[src/rtl/pwm_bank_pkg.sv]
// Shared constants for the multi-channel PWM peripheral: register offsets,
// CTRL bit positions, mode encoding and the center-mode count direction.
package pwm_bank_pkg;

    localparam int OFF_CTRL     = 'h00;
    localparam int OFF_PRESCALE = 'h04;
    localparam int OFF_PERIOD   = 'h08;
    localparam int OFF_DUTY     = 'h0C;

    localparam int CTRL_EN_BIT    = 0;
    localparam int CTRL_MODE_BIT  = 1;
    localparam int CTRL_PFLAG_BIT = 8;

    localparam logic MODE_EDGE   = 1'b0;
    localparam logic MODE_CENTER = 1'b1;

    typedef enum logic {
        DIR_UP   = 1'b0,
        DIR_DOWN = 1'b1
    } dir_t;

    function automatic int duty_off(input int ch);
        return OFF_DUTY + 4 * ch;
    endfunction

endpackage

[src/rtl/pwm_bank_if.sv]
// Peripheral bus window of the PWM bank: byte offset, write data/strobe and
// combinational read data.
interface pwm_bank_if #(
    parameter int ADDR_W = 6
);
    // WE qualifies a single-cycle write at A; there is no back-pressure, and
    // RD follows A combinationally with no read strobe.
    logic [ADDR_W-1:0] A;
    logic [31:0]       WD;
    logic              WE;
    logic [31:0]       RD;

    modport master (output A, output WD, output WE, input RD);
    modport slave  (input A, input WD, input WE, output RD);

endinterface

[src/rtl/pwm_bank_channel.sv]
// One PWM channel: shadow/active duty pair and the registered compare output.
module pwm_bank_channel #(
    parameter int RES_W = 16
) (
    input  logic             clk,
    input  logic             rst,
    input  logic             wr,
    input  logic [RES_W-1:0] wd,
    input  logic             load,
    input  logic             en,
    input  logic [RES_W-1:0] cnt,
    output logic [RES_W-1:0] duty_rd,
    output logic             pwm
);

    logic [RES_W-1:0] duty_sh;
    logic [RES_W-1:0] duty_act;

    always_ff @(posedge clk) begin
        if (rst) begin
            duty_sh  <= '0;
            duty_act <= '0;
            pwm      <= 1'b0;
        end else begin
            if (wr) begin
                duty_sh <= wd;
            end
            // A write landing on the load edge reaches the active copy one
            // period later, so a period never sees a half-applied duty.
            if (load) begin
                duty_act <= duty_sh;
            end
            pwm <= en && (cnt < duty_act);
        end
    end

    assign duty_rd = duty_sh;

endmodule

[src/rtl/pwm_bank.sv]
// Multi-channel PWM with prescaler, edge/center counting and period-boundary
// double buffering of PERIOD and DUTY; one register window on the bus.
module pwm_bank
    import pwm_bank_pkg::*;
#(
    parameter int N_CH   = 4,
    parameter int RES_W  = 16,
    parameter int ADDR_W = 6
) (
    input  logic            clk,
    input  logic            rst,
    pwm_bank_if.slave       bus,
    output logic [N_CH-1:0] pwm_out,
    output logic            period_tick
);

    logic             en_q;
    logic             mode_q;
    logic             pflag_q;
    logic [15:0]      prescale_q;
    logic [RES_W-1:0] period_sh;
    logic [RES_W-1:0] period_act;

    logic [15:0]      pcnt_q, pcnt_d;
    logic [RES_W-1:0] cnt_q, cnt_d;
    dir_t             dir_q, dir_d;
    logic             step;
    logic             boundary;
    logic             bnd_q;
    logic             load;

    logic                       sel_ctrl, sel_pre, sel_per;
    logic [N_CH-1:0]            sel_duty;
    logic                       wr_ctrl, wr_pre, wr_per;
    logic [RES_W-1:0]           wd_res;
    logic [N_CH-1:0][RES_W-1:0] duty_rd;
    logic [31:0]                rd;
    logic                       unused_wd;

    assign sel_ctrl = (bus.A == ADDR_W'(OFF_CTRL));
    assign sel_pre  = (bus.A == ADDR_W'(OFF_PRESCALE));
    assign sel_per  = (bus.A == ADDR_W'(OFF_PERIOD));
    assign wr_ctrl  = bus.WE && sel_ctrl;
    assign wr_pre   = bus.WE && sel_pre;
    assign wr_per   = bus.WE && sel_per;
    assign wd_res   = bus.WD[RES_W-1:0];
    assign unused_wd = ^bus.WD;

    // Counter next state; the prescaler and counter only move while enabled.
    always_comb begin
        pcnt_d = pcnt_q;
        cnt_d  = cnt_q;
        dir_d  = dir_q;
        step   = 1'b0;
        if (!en_q) begin
            pcnt_d = '0;
            cnt_d  = '0;
            dir_d  = DIR_UP;
        end else begin
            // >= keeps the prescaler from wrapping through 65535 if PRESCALE
            // is lowered below the running count.
            step   = (pcnt_q >= prescale_q);
            pcnt_d = step ? 16'd0 : pcnt_q + 16'd1;
            if (step) begin
                if (period_act == '0) begin
                    cnt_d = '0;
                    dir_d = DIR_UP;
                end else begin
                    case (mode_q)
                        MODE_EDGE: begin
                            dir_d = DIR_UP;
                            cnt_d = (cnt_q >= period_act) ? '0 : cnt_q + RES_W'(1);
                        end
                        MODE_CENTER: begin
                            if (dir_q == DIR_UP && cnt_q < period_act) begin
                                cnt_d = cnt_q + RES_W'(1);
                            end else begin
                                dir_d = DIR_DOWN;
                                cnt_d = (cnt_q == '0) ? '0 : cnt_q - RES_W'(1);
                            end
                            if (cnt_d == '0) begin
                                dir_d = DIR_UP;
                            end
                        end
                    endcase
                end
            end
        end
    end

    assign boundary = step && (cnt_d == '0);
    assign load     = boundary || !en_q;

    always_ff @(posedge clk) begin
        if (rst) begin
            en_q        <= 1'b0;
            mode_q      <= MODE_EDGE;
            pflag_q     <= 1'b0;
            prescale_q  <= '0;
            period_sh   <= '0;
            period_act  <= '0;
            pcnt_q      <= '0;
            cnt_q       <= '0;
            dir_q       <= DIR_UP;
            bnd_q       <= 1'b0;
            period_tick <= 1'b0;
        end else begin
            if (wr_ctrl) begin
                en_q   <= bus.WD[CTRL_EN_BIT];
                mode_q <= bus.WD[CTRL_MODE_BIT];
            end
            if (boundary) begin
                pflag_q <= 1'b1;
            end else if (wr_ctrl && bus.WD[CTRL_PFLAG_BIT]) begin
                pflag_q <= 1'b0;
            end
            if (wr_pre) begin
                prescale_q <= bus.WD[15:0];
            end
            if (wr_per) begin
                period_sh <= wd_res;
            end
            if (load) begin
                period_act <= period_sh;
            end
            pcnt_q <= pcnt_d;
            cnt_q  <= cnt_d;
            dir_q  <= dir_d;
            // Delayed one clk so the tick lines up with the cnt=0 output.
            bnd_q       <= boundary;
            period_tick <= bnd_q && en_q;
        end
    end

    for (genvar i = 0; i < N_CH; i++) begin : g_ch
        assign sel_duty[i] = (bus.A == ADDR_W'(duty_off(i)));

        pwm_bank_channel #(
            .RES_W (RES_W)
        ) u_ch (
            .clk     (clk),
            .rst     (rst),
            .wr      (bus.WE && sel_duty[i]),
            .wd      (wd_res),
            .load    (load),
            .en      (en_q),
            .cnt     (cnt_q),
            .duty_rd (duty_rd[i]),
            .pwm     (pwm_out[i])
        );
    end

    always_comb begin
        rd = '0;
        if (sel_ctrl) begin
            rd[CTRL_EN_BIT]    = en_q;
            rd[CTRL_MODE_BIT]  = mode_q;
            rd[CTRL_PFLAG_BIT] = pflag_q;
        end
        if (sel_pre) begin
            rd[15:0] = prescale_q;
        end
        if (sel_per) begin
            rd[RES_W-1:0] = period_sh;
        end
        for (int i = 0; i < N_CH; i++) begin
            if (sel_duty[i]) begin
                rd[RES_W-1:0] = duty_rd[i];
            end
        end
    end

    assign bus.RD = rd;

endmodule
[src/flat_wrapper.sv]
// flat-port wrapper written by rule: the top's interface ports become plain ports
module pwm_bank_flat import pwm_bank_pkg::*;
#(
    parameter int N_CH   = 4,
    parameter int RES_W  = 16,
    parameter int ADDR_W = 6
)
  (clk, rst, pwm_out, period_tick, bus_A, bus_WD, bus_WE, bus_RD);
  pwm_bank_if #(.ADDR_W(ADDR_W)) bus_i ();
  input  logic clk;
  input  logic rst;
  output logic [N_CH-1:0] pwm_out;
  output logic period_tick;
  input wire logic [$bits(bus_i.A)-1:0] bus_A;
  input wire logic [$bits(bus_i.WD)-1:0] bus_WD;
  input wire logic [$bits(bus_i.WE)-1:0] bus_WE;
  output wire logic [$bits(bus_i.RD)-1:0] bus_RD;
  assign bus_i.A = bus_A;
  assign bus_i.WD = bus_WD;
  assign bus_i.WE = bus_WE;
  assign bus_RD = bus_i.RD;
  pwm_bank #(.N_CH(N_CH), .RES_W(RES_W), .ADDR_W(ADDR_W)) u_core (.clk(clk), .rst(rst), .bus(bus_i), .pwm_out(pwm_out), .period_tick(period_tick));
endmodule
[config.mk]
export PLATFORM = sky130hd
export DESIGN_NAME = pwm_bank_flat
export DESIGN_NICKNAME = d
export VERILOG_FILES = /design/src/rtl/pwm_bank_pkg.sv /design/src/rtl/pwm_bank_if.sv /design/src/rtl/pwm_bank_channel.sv /design/src/rtl/pwm_bank.sv /design/src/flat_wrapper.sv
export SDC_FILE = /design/constraint.sdc
export NUM_CORES = 1
export LEC_CHECK = 0
export BUFFER_PORTS_ARGS = -buffer_cell sky130_fd_sc_hd__buf_2
export CAP_MARGIN = 20
export CELL_PAD_IN_SITES_DETAIL_PLACEMENT = 1
export CELL_PAD_IN_SITES_GLOBAL_PLACEMENT = 2
export CORE_MARGIN = 10
export CORE_UTILIZATION = 37
export DETAILED_ROUTE_END_ITERATION = 10
export PLACE_DENSITY_LB_ADDON = 0.1
export SYNTH_ARGS = -nofsm -noshare
export SYNTH_HDL_FRONTEND = slang
export SYNTH_SLANG_ARGS = --single-unit
export TNS_END_PERCENT = 50
[constraint.sdc]
create_clock -name clk -period 4.35 [get_ports clk]
set_clock_uncertainty 0.15 [all_clocks]
set_input_delay 0.6525 -clock clk [delete_from_list [all_inputs] [get_ports clk]]
set_output_delay 0.6525 -clock clk [all_outputs]
set_load 0.01 [all_outputs]
==> results of run 1 <==
synth_stat cells (4+ instances only):
cell	count	area share [%]
sky130_fd_sc_hd__a2111oi_0	4	0.24
sky130_fd_sc_hd__a211oi_1	7	0.37
sky130_fd_sc_hd__a21o_1	34	1.8
sky130_fd_sc_hd__a21oi_1	206	7.2
sky130_fd_sc_hd__a222oi_1	12	0.84
sky130_fd_sc_hd__a22oi_1	32	1.7
sky130_fd_sc_hd__a31oi_1	17	0.74
sky130_fd_sc_hd__and2_1	13	0.57
sky130_fd_sc_hd__and3_1	9	0.39
sky130_fd_sc_hd__and4_1	6	0.37
sky130_fd_sc_hd__buf_2	4	0.14
sky130_fd_sc_hd__buf_4	20	1.0
sky130_fd_sc_hd__buf_6	10	0.79
sky130_fd_sc_hd__clkbuf_1	142	3.7
sky130_fd_sc_hd__dfxtp_1	218	30
sky130_fd_sc_hd__ha_1	96	8.4
sky130_fd_sc_hd__inv_1	97	2.5
sky130_fd_sc_hd__nand2_1	239	6.3
sky130_fd_sc_hd__nand2b_1	91	4.0
sky130_fd_sc_hd__nand3_1	38	1.3
sky130_fd_sc_hd__nand4_1	28	1.2
sky130_fd_sc_hd__nor2_1	65	1.7
sky130_fd_sc_hd__nor2b_1	4	0.17
sky130_fd_sc_hd__nor3_1	90	3.1
sky130_fd_sc_hd__nor3b_1	81	4.2
sky130_fd_sc_hd__nor4_1	16	0.70
sky130_fd_sc_hd__o211ai_1	8	0.42
sky130_fd_sc_hd__o21ai_0	16	0.56
sky130_fd_sc_hd__o22ai_1	5	0.22
sky130_fd_sc_hd__o311ai_1	80	4.9
sky130_fd_sc_hd__o31ai_1	82	4.3
sky130_fd_sc_hd__or2_1	4	0.17
sky130_fd_sc_hd__or3_1	11	0.48
sky130_fd_sc_hd__xnor2_1	14	0.86
sky130_fd_sc_hd__xor2_1	11	0.67
power breakdown:
| group | switching (mW) | internal (mW) | total [mW] |
|---|---|---|---|
| logic | 0.199 | 0.0642 | 0.263 |
| registers | 0.00840 | 2.00 | 2.01 |
| clock network | 0.982 | 1.33 | 2.31 |
critical path, cell delays in order (launching register included):
cell                       delay (ns)
sky130_fd_sc_hd__dfxtp_1         0.42
sky130_fd_sc_hd__inv_1           0.08
sky130_fd_sc_hd__ha_1            0.30
sky130_fd_sc_hd__a21o_1          0.11
sky130_fd_sc_hd__a31oi_1         0.03
sky130_fd_sc_hd__o21ai_0         0.59
sky130_fd_sc_hd__a21oi_1         0.20
sky130_fd_sc_hd__buf_4           0.23
sky130_fd_sc_hd__a21o_1          0.16
sky130_fd_sc_hd__a21oi_1         0.16
sky130_fd_sc_hd__or3b_4          0.42
sky130_fd_sc_hd__or3_2           0.51
sky130_fd_sc_hd__buf_12          0.22
sky130_fd_sc_hd__o311ai_1        0.36
kinds of logic (layout without fill, tap and decap cells):
kind of cell               count (synthesis)  in the layout  share of synthesized area (%)
DFF                                      218            218                           30.5
adders and majority gates                 96             96                           8.39
xor gates and xnor gates                  25             25                           1.53
AOI/OAI and AO/OA                        538            538                           25.5
other                                      1             16                         0.0262
buffers and inverters                    275            263                           8.29
muxes                                      4              4                          0.297
and+or+nand+nor                          706            706                           25.5
registers in the layout, summed over array words and instances (netlist names), 4 cells and up:
| signal | count |
|---|---|
| u_core.g_ch.u_ch.duty_act | 64 |
| u_core.g_ch.u_ch.duty_rd | 64 |
| u_core.cnt_q | 16 |
| u_core.pcnt_q | 16 |
| u_core.period_act | 16 |
| u_core.period_sh | 16 |
| u_core.prescale_q | 16 |
| u_core.g_ch.u_ch.pwm | 4 |
worst min path at each step:
stage	slack (ns)	end	from	depth (start not counted)
floorplan	0.26	u_core.period_tick	u_core.bnd_q	1
global placement	0.28	u_core.period_tick	u_core.bnd_q	1
detailed placement	0.27	u_core.period_tick	u_core.bnd_q	1
CTS	0.20	u_core.g_ch[2].u_ch.duty_rd[12]	bus_WD[12]	3
global route	0.23	u_core.g_ch[2].u_ch.duty_rd[12]	bus_WD[12]	3
finish	0.23	u_core.g_ch[0].u_ch.duty_rd[9]	bus_WD[9]	3
final cells by class:
class / instances / area (µm²)
Sequential cell: 218 / 4370
Multi-Input combinational cell: 1385 / 8900
Tap cell: 518 / 648
Inverter: 97 / 364
Clock buffer: 41 / 800
Clock inverter: 10 / 103
Fill cell: 4717 / 22400
Timing Repair Buffer: 115 / 846
layer usage:
| layer | up-vias | share of wire, % |
|---|---|---|
| met5 | - | 0.022 |
| met2 | 384 | 44 |
| met3 | 70 | 5.6 |
| met4 | 2 | 2.8 |
| met1 | 7157 | 48 |
| li1 | 6738 | - |
timing repair:
action	CTS	global route
resized for setup	0	9
endpoints found under the setup margin	0	81
setup buffers	0	1
per-stage QoR:
stage | instance area [µm²] | utilization (%) | setup slack (ns) | total power, mW | hold slack (ns)
CTS | 16000 | 41.5 | 0.106 | 4.65 | 0.203
global placement | 15100 | 39.1 | 0.222 | 2.31 | 0.278
finish | 16000 | 41.7 | 0.173 | 4.59 | 0.230
floorplan | 14400 | - | 0.502 | 2.23 | 0.256
detailed placement | 15100 | 39.2 | 0.145 | 2.31 | 0.270
global route | 16000 | 41.7 | 0.0481 | 4.74 | 0.225
==> qor_table.md, run 1 <==
| Stage | Quantity | Reported |
|---|---|---|
| global route | Via count of the first global-routing pass | 13.9k |
| timing | Max Freq | 239 MHz |
| clock tree | Num CTS Buffers | 28 |
| job | Number of maximum-capacitance constraint violations | 0 |
| cells and area | Finished Layout Cells | 2384 |
| routing | First drt pass iteration count | 5 |
| global route | Total congestion overflow after global routing | 0 |
| synth | YS warnings | 0 |
| clock tree | Hold-fix buffers, CTS | 0 |
| die | Area inside the core boundary | 38500 µm² |
| clock tree | Maximum buffer depth of the clock tree | 3 |
| global route | Largest net degree at the start of global routing | 154 |
| synth | Number of flops mapped to enable cells by yosys | 0 |
| global route | Wire length of the first global-routing pass | 87800 µm |
| clock tree | Clk sinks | 218 |
| global route | Met2 usage | 37.0% |
| synth | Sequential element share of the synthesized area | 30.5% |
| global route | Initial antenna violation count | 3 |
| synth | Number of cells produced by synthesis | 1863 |
| clock tree | Reg clk slew, reported paths | 0.06 ns |
| global route | Layer with the highest usage after global routing | met2 |
| global route | Global Route met3 Usage | 3.59% |
| cells and area | Commonest cells after routing, fill and taps aside | sky130_fd_sc_hd__nand2_1 (239), sky130_fd_sc_hd__dfxtp_1 (217), sky130_fd_sc_hd__a21oi_1 (206) |
| cells and area | Ratio of cells with drive above 1 in the final layout | 9.81% |
| routing | DRT iter0 DRCs | 1305 |
| die | Std cell rows | 72 |
| placed design | Post-DP HPWL | 39800 µm |
| die | # IOs | 78 |
| timing | Period Utilization, post-route | 96.0% |
| synth | Netlist area before placement | 14300 µm² |
| critical path | Setup crit end | u_core.period_act[15] |
| timing | RSZ-0062 raised after global routing | false |
| synth | Average cell area after synthesis | 7.69 µm² |
| synth | Register bit total from synthesis | 218 |
| timing | Post-Route Setup TNS | 0 ns |
| critical path | Source of the worst register-to-register timing path | u_core.prescale_q[2] |
| critical path | Critical Setup Path Class | reg2reg |
| power and ir drop | Maximum ir drop on the vdd rail | 0.270 mV |
| critical path | Data required time of the critical path | 4.65 ns |
| die | Die Outline Area | 47000 µm² |
| critical path | Category of the worst setup path launch point | flop |
| cells and area | Post-layout net count | 1982 |
| power and ir drop | Pwr dens | 286 nW/µm² |
| critical path | Largest fanout on the critical path | 82 |
| placed design | Port-buffer cells | 45 |
| die | Die W | 217 µm |
| critical path | Critical Path Source | u_core.prescale_q[2] |
| die | Starting density of the core | 37.2% |
| critical path | Arrival time reported for the critical path endpoint | 4.48 ns |
| timing | Max-slew violation total from the final report | 0 |
| critical path | Setup slack on the worst flop-to-flop path | 0.17 ns |
| min path | Hold Path Class | in2reg |
| timing | Worst slew pin tran | 0.936 ns |
| placed design | Dpl cells | 2332 |
| clock tree | Clock tree from TritonCTS | done |
| power and ir drop | Leakage power | 5.77 nW |
| routing | Total length of routed wires | 58400 µm |
| clock tree | Clock tree root buffer cell | sky130_fd_sc_hd__clkbuf_16 |
| global route | Overall Global Routing Usage | 23.9% |
| critical path | Element type at the critical path end | flop |
| placed design | Gp weighted congestion | 0.884 |
| status | Run status | complete, no violations |
| global route | Met1 usage in global routing | 33.7% |
| clock tree | Number of levels in the clock H-tree | 1 |
| cells and area | Synthesis-to-layout area growth | 11.9% |
| timing | Final-report setup violation count | 0 |
| critical path | FF-to-FF path depth | 13 |
| timing | Hold Vio Cnt, Final | 0 |
| routing | Number of vias per cell | 6.02 |
| routing | Count of antenna-violating nets left after detailed routing | 0 |
| synth | Number of unique standard cell types used by synthesis | 68 |
| synth | Fraction of registers with async set or reset after synthesis | 0% |
| die | Die height | 217 µm |
| routing | Number of vias in the routed layout | 14.4k |
| routing | Remaining design rule violation count | 0 |
| cells and area | Most frequent standard cell in the layout excluding fill and tap cells | sky130_fd_sc_hd__nand2_1 |
| timing | Shortest clock period the worst path allows after layout | 4.18 ns |
| cells and area | Diodes inserted | 0 |
| synth | Ys flop type | sky130_fd_sc_hd__dfxtp_1 |
| timing | Worst slew slack as a fraction of its limit | 37.0% |
| clock tree | Clock latency reported for the late side of the worst-skew pair | 0.60 ns |
| routing | Average wire per standard cell | 24.5 µm |
| critical path | Capture point of the worst reg-to-reg path | u_core.period_act[15] |
No activity file was read; power rests on OpenSTA's default activity.
==> run 2, diff against run 1 <==
Settings changed: CORE_ASPECT_RATIO from default to 0.7.
==> qor_table.md, run 2 (synthesis results as in run 1) <==
| Stage | Quantity | Reported |
|---|---|---|
| timing | Worst slew slack as a fraction of its limit | 39.3% |
| job | Number of maximum-capacitance constraint violations | 0 |
| clock tree | Clk sinks | 218 |
| power and ir drop | Maximum ir drop on the vdd rail | 0.242 mV |
| routing | DRT iter0 DRCs | 1303 |
| cells and area | Post-layout net count | 1993 |
| timing | Max-slew violation total from the final report | 0 |
| routing | Average wire per standard cell | 24.7 µm |
| clock tree | Hold-fix buffers, CTS | 0 |
| clock tree | Clock latency reported for the late side of the worst-skew pair | 0.55 ns |
| critical path | Largest fanout on the critical path | 56 |
| placed design | Port-buffer cells | 45 |
| placed design | Post-DP HPWL | 41300 µm |
| timing | Shortest clock period the worst path allows after layout | 4.26 ns |
| critical path | Data required time of the critical path | 4.60 ns |
| routing | Remaining design rule violation count | 0 |
| power and ir drop | Pwr dens | 283 nW/µm² |
| critical path | Capture point of the worst reg-to-reg path | u_core.g_ch[3].u_ch.duty_act[5] |
| clock tree | Clock tree from TritonCTS | done |
| critical path | Arrival time reported for the critical path endpoint | 4.51 ns |
| min path | Cell depth of the worst min-delay path | 3 |
| placed design | Gp weighted congestion | 0.874 |
| timing | Final-report setup violation count | 0 |
| critical path | FF-to-FF path depth | 15 |
| die | # IOs | 78 |
| timing | Max Freq | 235 MHz |
| critical path | Critical Setup Path Class | reg2reg |
| timing | Period Utilization, post-route | 97.8% |
| cells and area | Ratio of cells with drive above 1 in the final layout | 11.5% |
| global route | Initial antenna violation count | 2 |
| die | Die Outline Area | 47100 µm² |
| cells and area | Diodes inserted | 0 |
| cells and area | Synthesis-to-layout area growth | 13.6% |
| cells and area | Commonest cells after routing, fill and taps aside | sky130_fd_sc_hd__nand2_1 (239), sky130_fd_sc_hd__dfxtp_1 (216), sky130_fd_sc_hd__a21oi_1 (205) |
| cells and area | Most frequent standard cell in the layout excluding fill and tap cells | sky130_fd_sc_hd__nand2_1 |
| die | Area inside the core boundary | 38300 µm² |
| clock tree | Number of levels in the clock H-tree | 1 |
| die | Die height | 185 µm |
| routing | Number of vias in the routed layout | 14.4k |
| min path | Worst Hold Path EP | u_core.g_ch[0].u_ch.duty_rd[13] |
| clock tree | Reg clk slew, reported paths | 0.07 ns |
| power and ir drop | Leakage power | 5.87 nW |
| die | Die W | 255 µm |
| global route | Via count of the first global-routing pass | 14.0k |
| critical path | Category of the worst setup path launch point | flop |
| clock tree | Maximum buffer depth of the clock tree | 3 |
| routing | Total length of routed wires | 58500 µm |
| global route | Largest net degree at the start of global routing | 195 |
| die | Starting density of the core | 37.4% |
| die | Std cell rows | 60 |
| min path | Source of the worst hold timing path | bus_WD[13] |
| routing | Number of vias per cell | 6.07 |
| global route | Total congestion overflow after global routing | 0 |
| routing | First drt pass iteration count | 5 |
| clock tree | Clock tree root buffer cell | sky130_fd_sc_hd__clkbuf_16 |
| cells and area | Number of fill cells in the layout | 4593 |
| routing | Count of antenna-violating nets left after detailed routing | 0 |
| critical path | Setup slack on the worst flop-to-flop path | 0.09 ns |
| timing | Slack of the critical path | 0.0939 ns |
| critical path | Element type at the critical path end | flop |
| clock tree | Num CTS Buffers | 26 |
| min path | Hold Path Class | in2reg |
| timing | Final worst hold slack | 0.256 ns |
| global route | Overall Global Routing Usage | 24.4% |
| timing | Hold Vio Cnt, Final | 0 |
| timing | Post-Route Setup TNS | 0 ns |
| timing | Worst slew pin tran | 0.910 ns |
| status | Run status | complete, no violations |
| placed design | Minimum setup slack after placement | 0.0585 ns |
| critical path | Source of the worst register-to-register timing path | u_core.period_act[13] |
| global route | Wire length of the first global-routing pass | 89200 µm |
## run 2: cell count changes in the layout (fill, tap and decap cells not counted), sizes merged
cell / before / now
clkbuf: 41 / 34
clkinvlp: 1 / 5
bufinv: 1 / 2
clkinv: 8 / 7
buf: 115 / 128
## run 2: worst max path at each step
stage                                             to                   from  slack (ns)
floorplan           u_core.g_ch[0].u_ch.duty_act[10]       u_core.cnt_q[13]        0.50
global placement                u_core.period_act[5]  u_core.prescale_q[11]        0.14
detailed placement   u_core.g_ch[2].u_ch.duty_act[6]   u_core.prescale_q[9]        0.06
CTS                  u_core.g_ch[3].u_ch.duty_act[5]   u_core.prescale_q[9]        0.02
global route         u_core.g_ch[3].u_ch.duty_act[5]   u_core.period_act[1]       -0.01
finish               u_core.g_ch[3].u_ch.duty_act[5]  u_core.period_act[13]        0.09
## run 2: repair_timing
action / CTS / global route
buffers inserted: 0 / 2
resized for setup: 0 / 29
endpoints found under the setup margin: 0 / 82
## run 2: per-stage QoR
stage / power (mW) / utilization (%) / std cells / cell area [µm²]
4_1_cts: 4.64 / 42.0 / 2370 / 16100
3_3_place_gp: 2.32 / 39.6 / 2322 / 15200
2_1_floorplan: 2.23 / - / 1878 / 14400
3_5_place_dp: 2.32 / 39.6 / 2322 / 15200
6_report: 4.61 / 42.5 / 2372 / 16300
5_1_grt: 4.74 / 42.5 / 2372 / 16300
## run 2: layer usage
metal,track usage (%),wire length (µm),vias to the layer above
li1,-,-,6772
met1,36.6,29400,7239
met2,36.8,25000,345
met3,2.87,3120,52
met4,4.23,970,0
met5,0,0,-
## run 2: power breakdown
group,switching [mW],internal [mW]
clock,0.969,1.35
sequential,0.00724,2.00
combinational,0.207,0.0707
total,1.18,3.43
## run 2: final cells by class
class / instances / area (µm²) / area share (%)
Clock buffer: 34 / 762 / 4.69
Inverter: 97 / 364 / 2.24
Tap cell: 496 / 621 / 3.82
Timing Repair Buffer: 128 / 987 / 6.07
Clock inverter: 14 / 136 / 0.839
Sequential cell: 218 / 4370 / 26.9
Multi-Input combinational cell: 1385 / 9020 / 55.5
## run 2: worst max-delay path, stage by stage, from the launching register on
cell and delay, ns:
sky130_fd_sc_hd__dfxtp_1 0.35, sky130_fd_sc_hd__inv_1 0.09, sky130_fd_sc_hd__ha_1 0.31, sky130_fd_sc_hd__a211oi_1 0.24
sky130_fd_sc_hd__nor2_1 0.11, sky130_fd_sc_hd__or3_1 0.35, sky130_fd_sc_hd__buf_4 0.18, sky130_fd_sc_hd__nor3_2 0.21
sky130_fd_sc_hd__buf_4 0.23, sky130_fd_sc_hd__o22ai_1 0.08, sky130_fd_sc_hd__o22ai_1 0.39, sky130_fd_sc_hd__nand4_1 0.24
sky130_fd_sc_hd__buf_4 0.30, sky130_fd_sc_hd__buf_12 0.25, sky130_fd_sc_hd__o31ai_1 0.38, sky130_fd_sc_hd__o311ai_2 0.18
